**config.mk**
```make
export PLATFORM = sky130hd
export DESIGN_NAME = mem_access_stage
export DESIGN_NICKNAME = d
export VERILOG_FILES = /design/src/rtl/mem_access_stage.sv
export SDC_FILE = /design/constraint.sdc
export NUM_CORES = 1
export LEC_CHECK = 0
export ABC_AREA = 0
export CAP_MARGIN = 30
export CORE_AREA = 2 2 149 151
export CTS_BUF_LIST = sky130_fd_sc_hd__clkbuf_2
export CTS_CLUSTER_DIAMETER = 30
export CTS_CLUSTER_SIZE = 24
export DETAILED_ROUTE_END_ITERATION = 6
export DIE_AREA = 0 0 151 153
export GPL_TIMING_DRIVEN = 0
export PLACE_DENSITY = 0.78
export RECOVER_POWER = 25
export SYNTH_ARGS = -nofsm -noshare
export SYNTH_HDL_FRONTEND = slang
export SYNTH_SLANG_ARGS = --single-unit
```
**constraint.sdc**
```tcl
create_clock -name clk -period 3 [get_ports clk]
set_input_delay 0.3 -clock clk [delete_from_list [all_inputs] [get_ports clk]]
set_output_delay 0.3 -clock clk [all_outputs]
set_load 0.05 [all_outputs]
```
**src/rtl/mem_access_stage.sv**
```systemverilog
// MEM stage of the in-order pipeline: data-memory request/grant/rvalid handshake,
// store byte-lane steering, load extraction, and the MEM/WB pipeline register.

module mem_store_lane #(
  parameter int LANE = 0
) (
  input  logic       isStore,
  input  logic [1:0] size,
  input  logic [1:0] off,
  input  logic [7:0] ownByte,
  input  logic [7:0] lowByte,
  input  logic [7:0] halfByte,
  output logic       be,
  output logic [7:0] wbyte
);
  localparam logic [1:0] L = 2'(LANE);

  always_comb begin
    be    = 1'b1;
    wbyte = ownByte;
    if (isStore) begin
      case (size)
        2'b00: begin be = (off == L);       wbyte = lowByte;  end
        2'b01: begin be = (off[1] == L[1]); wbyte = halfByte; end
        default: ;
      endcase
    end
  end
endmodule

module mem_access_stage #(
  parameter int XLEN = 32
) (
  input  logic            clk,
  input  logic            rst_n,
  input  logic            valid_m,
  input  logic            RegWriteM,
  input  logic [1:0]      ResultSrcM,
  input  logic            MemWriteM,
  input  logic [2:0]      funct3M,
  input  logic [XLEN-1:0] ALUResultM,
  input  logic [XLEN-1:0] WriteDataM,
  input  logic [XLEN-1:0] PCPlus4M,
  input  logic [XLEN-1:0] ImmExtM,
  input  logic [4:0]      RdM,
  output logic            dmem_req,
  output logic            dmem_we,
  output logic [3:0]      dmem_be,
  output logic [XLEN-1:0] dmem_addr,
  output logic [XLEN-1:0] dmem_wdata,
  input  logic            dmem_gnt,
  input  logic            dmem_rvalid,
  input  logic [XLEN-1:0] dmem_rdata,
  output logic            mem_stall,
  output logic            misalign_m,
  output logic            valid_w,
  output logic            RegWriteW,
  output logic [1:0]      ResultSrcW,
  output logic [4:0]      RdW,
  output logic [XLEN-1:0] ALUResultW,
  output logic [XLEN-1:0] LoadDataW,
  output logic [XLEN-1:0] PCPlus4W,
  output logic [XLEN-1:0] ImmExtW
);
  localparam int NUM_LANES = XLEN / 8;

  typedef enum logic [1:0] {IDLE, WAIT_GNT, WAIT_RD} state_t;
  state_t state, stateNxt;

  logic       isLoad, access, misaligned, issue, reqC, stallC, loadDone;
  logic [1:0] off;
  logic [XLEN-1:0] shifted, loadExt;
  logic [NUM_LANES-1:0][7:0] wdataLanes;

  assign off    = ALUResultM[1:0];
  assign isLoad = (ResultSrcM == 2'b01);
  assign access = valid_m & (MemWriteM | isLoad);

  // funct3[1:0]: 00 byte, 01 half, anything else is a word access
  always_comb begin
    case (funct3M[1:0])
      2'b00:   misaligned = 1'b0;
      2'b01:   misaligned = off[0];
      default: misaligned = |off;
    endcase
  end

  assign issue      = access & ~misaligned;
  assign misalign_m = rst_n & access & misaligned;

  always_comb begin
    stateNxt = state;
    reqC     = 1'b0;
    stallC   = 1'b0;
    case (state)
      IDLE: if (issue) begin
        reqC = 1'b1;
        if (!dmem_gnt) begin
          stateNxt = WAIT_GNT;
          stallC   = 1'b1;
        end else if (isLoad) begin
          stateNxt = WAIT_RD;
          stallC   = 1'b1;
        end
      end
      WAIT_GNT: begin
        reqC = 1'b1;
        if (!dmem_gnt) stallC = 1'b1;
        else if (isLoad) begin
          stateNxt = WAIT_RD;
          stallC   = 1'b1;
        end else stateNxt = IDLE;
      end
      WAIT_RD: begin
        if (dmem_rvalid) stateNxt = IDLE;
        else stallC = 1'b1;
      end
      default: stateNxt = IDLE;
    endcase
  end

  always_ff @(posedge clk or negedge rst_n) begin
    if (!rst_n) state <= IDLE;
    else        state <= stateNxt;
  end

  assign dmem_req  = rst_n & reqC;
  assign mem_stall = rst_n & stallC;
  assign dmem_we   = issue & ~isLoad;
  assign dmem_addr = {ALUResultM[XLEN-1:2], 2'b00};

  for (genvar i = 0; i < NUM_LANES; i++) begin : g_lane
    mem_store_lane #(.LANE(i)) u_lane (
      .isStore (~isLoad),
      .size    (funct3M[1:0]),
      .off     (off),
      .ownByte (WriteDataM[8*i +: 8]),
      .lowByte (WriteDataM[7:0]),
      .halfByte(WriteDataM[8*(i%2) +: 8]),
      .be      (dmem_be[i]),
      .wbyte   (wdataLanes[i])
    );
  end
  assign dmem_wdata = wdataLanes;

  assign shifted  = dmem_rdata >> {off, 3'b000};
  assign loadDone = (state == WAIT_RD) & dmem_rvalid;

  always_comb begin
    case (funct3M)
      3'b000:  loadExt = {{(XLEN-8){shifted[7]}}, shifted[7:0]};
      3'b100:  loadExt = {{(XLEN-8){1'b0}}, shifted[7:0]};
      3'b001:  loadExt = {{(XLEN-16){shifted[15]}}, shifted[15:0]};
      3'b101:  loadExt = {{(XLEN-16){1'b0}}, shifted[15:0]};
      default: loadExt = dmem_rdata;
    endcase
  end

  // A stalled cycle pushes a bubble; payload fields hold their last value
  always_ff @(posedge clk or negedge rst_n) begin
    if (!rst_n) begin
      valid_w    <= 1'b0;
      RegWriteW  <= 1'b0;
      ResultSrcW <= 2'b00;
      RdW        <= '0;
      ALUResultW <= '0;
      LoadDataW  <= '0;
      PCPlus4W   <= '0;
      ImmExtW    <= '0;
    end else if (mem_stall) begin
      valid_w   <= 1'b0;
      RegWriteW <= 1'b0;
    end else begin
      valid_w    <= valid_m;
      RegWriteW  <= valid_m & RegWriteM & ~(access & misaligned);
      ResultSrcW <= ResultSrcM;
      RdW        <= RdM;
      ALUResultW <= ALUResultM;
      LoadDataW  <= loadDone ? loadExt : '0;
      PCPlus4W   <= PCPlus4M;
      ImmExtW    <= ImmExtM;
    end
  end
endmodule
```
==> results.tsv <==
stage	metric	value	unit
synth	synth_top_area_frac	0.529	
timing	tightest_slew	1.37	ns
synth	synth_area_per_cell	12.7	um^2
detailed_routing	wl	24.5	mm
floorplan	start_util	0.306	
clocking	clock_latency	0.70	ns
synth	synthCells	517	
timing	fin_worst_skew	0.0461	ns
global_route	grt_start_max_net_pins	77	
synth	synth.most_common_cell	dfrtp_1	
clocking	cts_setup_buffers	0	
finish	nets	1104	
synth	synthArstFlopShare	1.00	
power_and_ir_drop	clkPwrFrac	0.229	
floorplan	die_h	153	um
critical_path	cp.required	2.70	ns
detailed_routing	drcViolationCount	0	
timing	setup_violations	0	
finish	fillers	1927	
synth	synth.distinct_cells	39	
global_route	grt_pass1_wl	36.4	mm
min_path	holdPathStages	2	
timing	slew-limit-headroom	0.0897	
synth	yosysSeqAreaShare	0.529	
critical_path	crit_chain	clkdlybuf4s50_1 -> buf_2 -> nor3_4 -> mux2_2 -> clkdlybuf4s50_1	
timing	hold_violations	0	
synth	yosysTopAreaCell	dfrtp_1	
synth	synth-seq-cells	139	
synth	ys_top_cells_by_area	dfrtp_1 (53%), mux2_1 (14%), mux2_2 (6.0%)	
critical_path	rr_worst_depth	6	
clocking	cts.path.max_buffers	2	
detailed_routing	drtPass1Iterations	4	
power_and_ir_drop	vdd_drop_max	0.201	mV
floorplan	ios	386	
timing	rsz0062_at_grt	no	
timing	min_period_over_period	0.976	
global_route	antenna_found_initial	2	
critical_path	cp-startpoint	funct3M[1]	
synth	ys_warn_count	0	
detailed_routing	wl_per_cell	20.0	um
power_and_ir_drop	seq_power_share	0.409	
critical_path	slowest_stage	clkdlybuf4s50_1	
placed_design	dpl_cell_area	10800	um^2
finish	area.growth.synth_to_final	68.9	%
critical_path	r2r_slack	0.60	ns
clocking	cts-root-buf	clkbuf_2	
timing	period_needed	2.93	ns
min_path	hold_class	input pin to flip-flop	
synth	synthFlopType	dfrtp_1	
critical_path	cp-endpoint	dmem_wdata[8]	
detailed_routing	routed_via_density	4.71	
power_and_ir_drop	powerDensity	457	nW/um^2
power_and_ir_drop	power_frac_comb	0.362	
detailed_routing	drt_iter0_markers	194	
floorplan	die_area	23100	um^2
power_and_ir_drop	p_sw	0.00200	W
finish	final_area	11100	um^2
placed_design	dp_hpwl	18.9	mm
global_route	grt_pass1_vias	6232	
finish	drive_gt1_frac	0.160	
finish	final_cells	1222	
timing	setup_tns	0	ns
clocking	clkSinkCount	139	
power_and_ir_drop	power_leakage	4.69	nW
power_and_ir_drop	p_int	0.00308	W
clocking	htreeDepth	4	
critical_path	r2r-end	LoadDataW[29]	
synth	ys_top_cells_by_count	dfrtp_1 (139), mux2_1 (84), buf_4 (45)	
critical_path	worstReg2RegStart	state[0]	
global_route	gr-usage-all-layers	0.212	
power_and_ir_drop	swShare	0.393	
global_route	grt_overflow	0	
critical_path	critPathLaunchType	input pin	
detailed_routing	vias	5755	
critical_path	criticalPathCategory	input pin to output port	
critical_path	critPathMaxStageDelay	0.70	ns
power_and_ir_drop	fin_total_pwr	0.00508	W
status	status	complete, no violations	
critical_path	endpoint_kind	output port	
critical_path	cp_max_fo	10	
clocking	clk_pin_slew_worst_paths	0.29	ns
clocking	cts_tree	done	
run	cap_violations	0	
floorplan	die_w	151	um
clocking	cts_inserted_buffers	17	
floorplan	core	21500	um^2
floorplan	rows	54	
synth	synth_edf_count	0	
synth	netlist_area	6580	um^2
timing	fmax	342	MHz
detailed_routing	drtAntennaViolNets	0	
critical_path	arrival	2.63	ns
timing	drv_slew	0	
placed_design	dp_cells	1180	
placed_design	globalplace.congestion	0.792	
critical_path	cpMostUsedCell	clkdlybuf4s50_1	
placed_design	port_buffers	381	
## sequential cells by signal, summed over array words and instances (netlist names), 2 cells and up
name and count:
ImmExtW 32, state 2, ALUResultW 32, PCPlus4W 32
ResultSrcW 2, LoadDataW 32, RdW 5
## routing by layer
metal / GRT usage / vias to the layer above / share of wire
li1: - / 2629 / -
met3: 0.0648 / 25 / 0.090
met5: 0 / - / 0
met2: 0.398 / 284 / 0.53
met1: 0.223 / 2817 / 0.36
met4: 0.0636 / 0 / 0.019
## repair_timing
action | CTS | global route
hold endpoints to repair | 108 | 0
hold buffers | 8 | 0
gates resized for setup | 26 | 4
pin swaps | 1 | 0
endpoints found under the setup margin | 29 | 3
## metrics by stage
stage	setup slack (ns)	util	hold WS (ns)
after floorplan	0.557	-	0.00441
after global placement	-5.57	0.500	0.473
after detailed placement	-0.880	0.502	0.303
after CTS	0.0610	0.521	0.0579
after global routing	0.00112	0.517	0.0409
final	0.0729	0.517	0.141
## layout by cell type (no fill, tap or decap), drive strengths merged, types with 2 or more instances in the layout
| cell type | Yosys | final |
|---|---|---|
| o221ai | 8 | 8 |
| dfrtp | 139 | 139 |
| a211oi | 2 | 2 |
| mux2i | 23 | 23 |
| nor2b | 4 | 4 |
| a21oi | 24 | 24 |
| nand2 | 14 | 14 |
| and2 | 3 | 3 |
| clkinvlp | 0 | 3 |
| nor2 | 33 | 33 |
| clkbuf | 10 | 31 |
| conb | 1 | 2 |
| nand2b | 2 | 2 |
| diode | 0 | 2 |
| dlygate4sd3 | 0 | 3 |
| o21ai | 13 | 13 |
| inv | 13 | 22 |
| clkdlybuf4s50 | 0 | 365 |
| a221o | 23 | 23 |
| mux2 | 119 | 119 |
| buf | 67 | 70 |
| a31oi | 6 | 6 |
| clkdlybuf4s25 | 0 | 2 |
| dlygate4sd2 | 0 | 13 |
## how the worst min path moves through the flow
stage                         from        endpoint  slack, ns
floorplan                    rst_n   ALUResultW[0]      0.004
global placement    ALUResultW[21]  ALUResultW[21]       0.47
detailed placement           rst_n  ALUResultW[10]       0.30
CTS                     ImmExtM[0]      ImmExtW[0]       0.06
global route           ImmExtM[23]     ImmExtW[23]       0.04
finish                 ImmExtM[23]     ImmExtW[23]       0.14
## area by class of cell
type	instances	area, um^2	area share
clock buffers	18	90.1	0.00811
well taps	280	350	0.0315
flip-flops and latches	139	3480	0.313
diodes	2	5.00	0.000450
repair buffers	390	3900	0.351
multi-input cells	289	2530	0.227
inverters	13	48.8	0.00439
clock inverters	14	149	0.0134
plain buffers	77	563	0.0507
## power by group through the flow
stage               combinational, W  clock [W]  sequential [W]
floorplan                   0.000571          0         0.00258
global placement             0.00183          0         0.00210
detailed placement           0.00184          0         0.00211
CTS                          0.00187    0.00121         0.00208
global route                 0.00192    0.00130         0.00209
finish                       0.00184    0.00116         0.00208
## kinds of logic (layout without fill, tap and decap cells)
| group | after synthesis | after routing | share of synthesized area |
|---|---|---|---|
| AO/OA/AOI/OAI | 83 | 83 | 0.0951 |
| multiplexers | 143 | 143 | 0.242 |
| AND/OR/NAND/NOR | 61 | 61 | 0.0416 |
| flip-flops | 139 | 139 | 0.529 |
| buffers and inverters | 90 | 512 | 0.0920 |
| other | 1 | 4 | 0.000570 |
## worst max-delay path: cells and delay by family
kind,cells,cell delay (ns)
buf+inv,3,1.50
mux,1,0.40
simple gates,1,0.42
(Power assumes the default switching activity.)
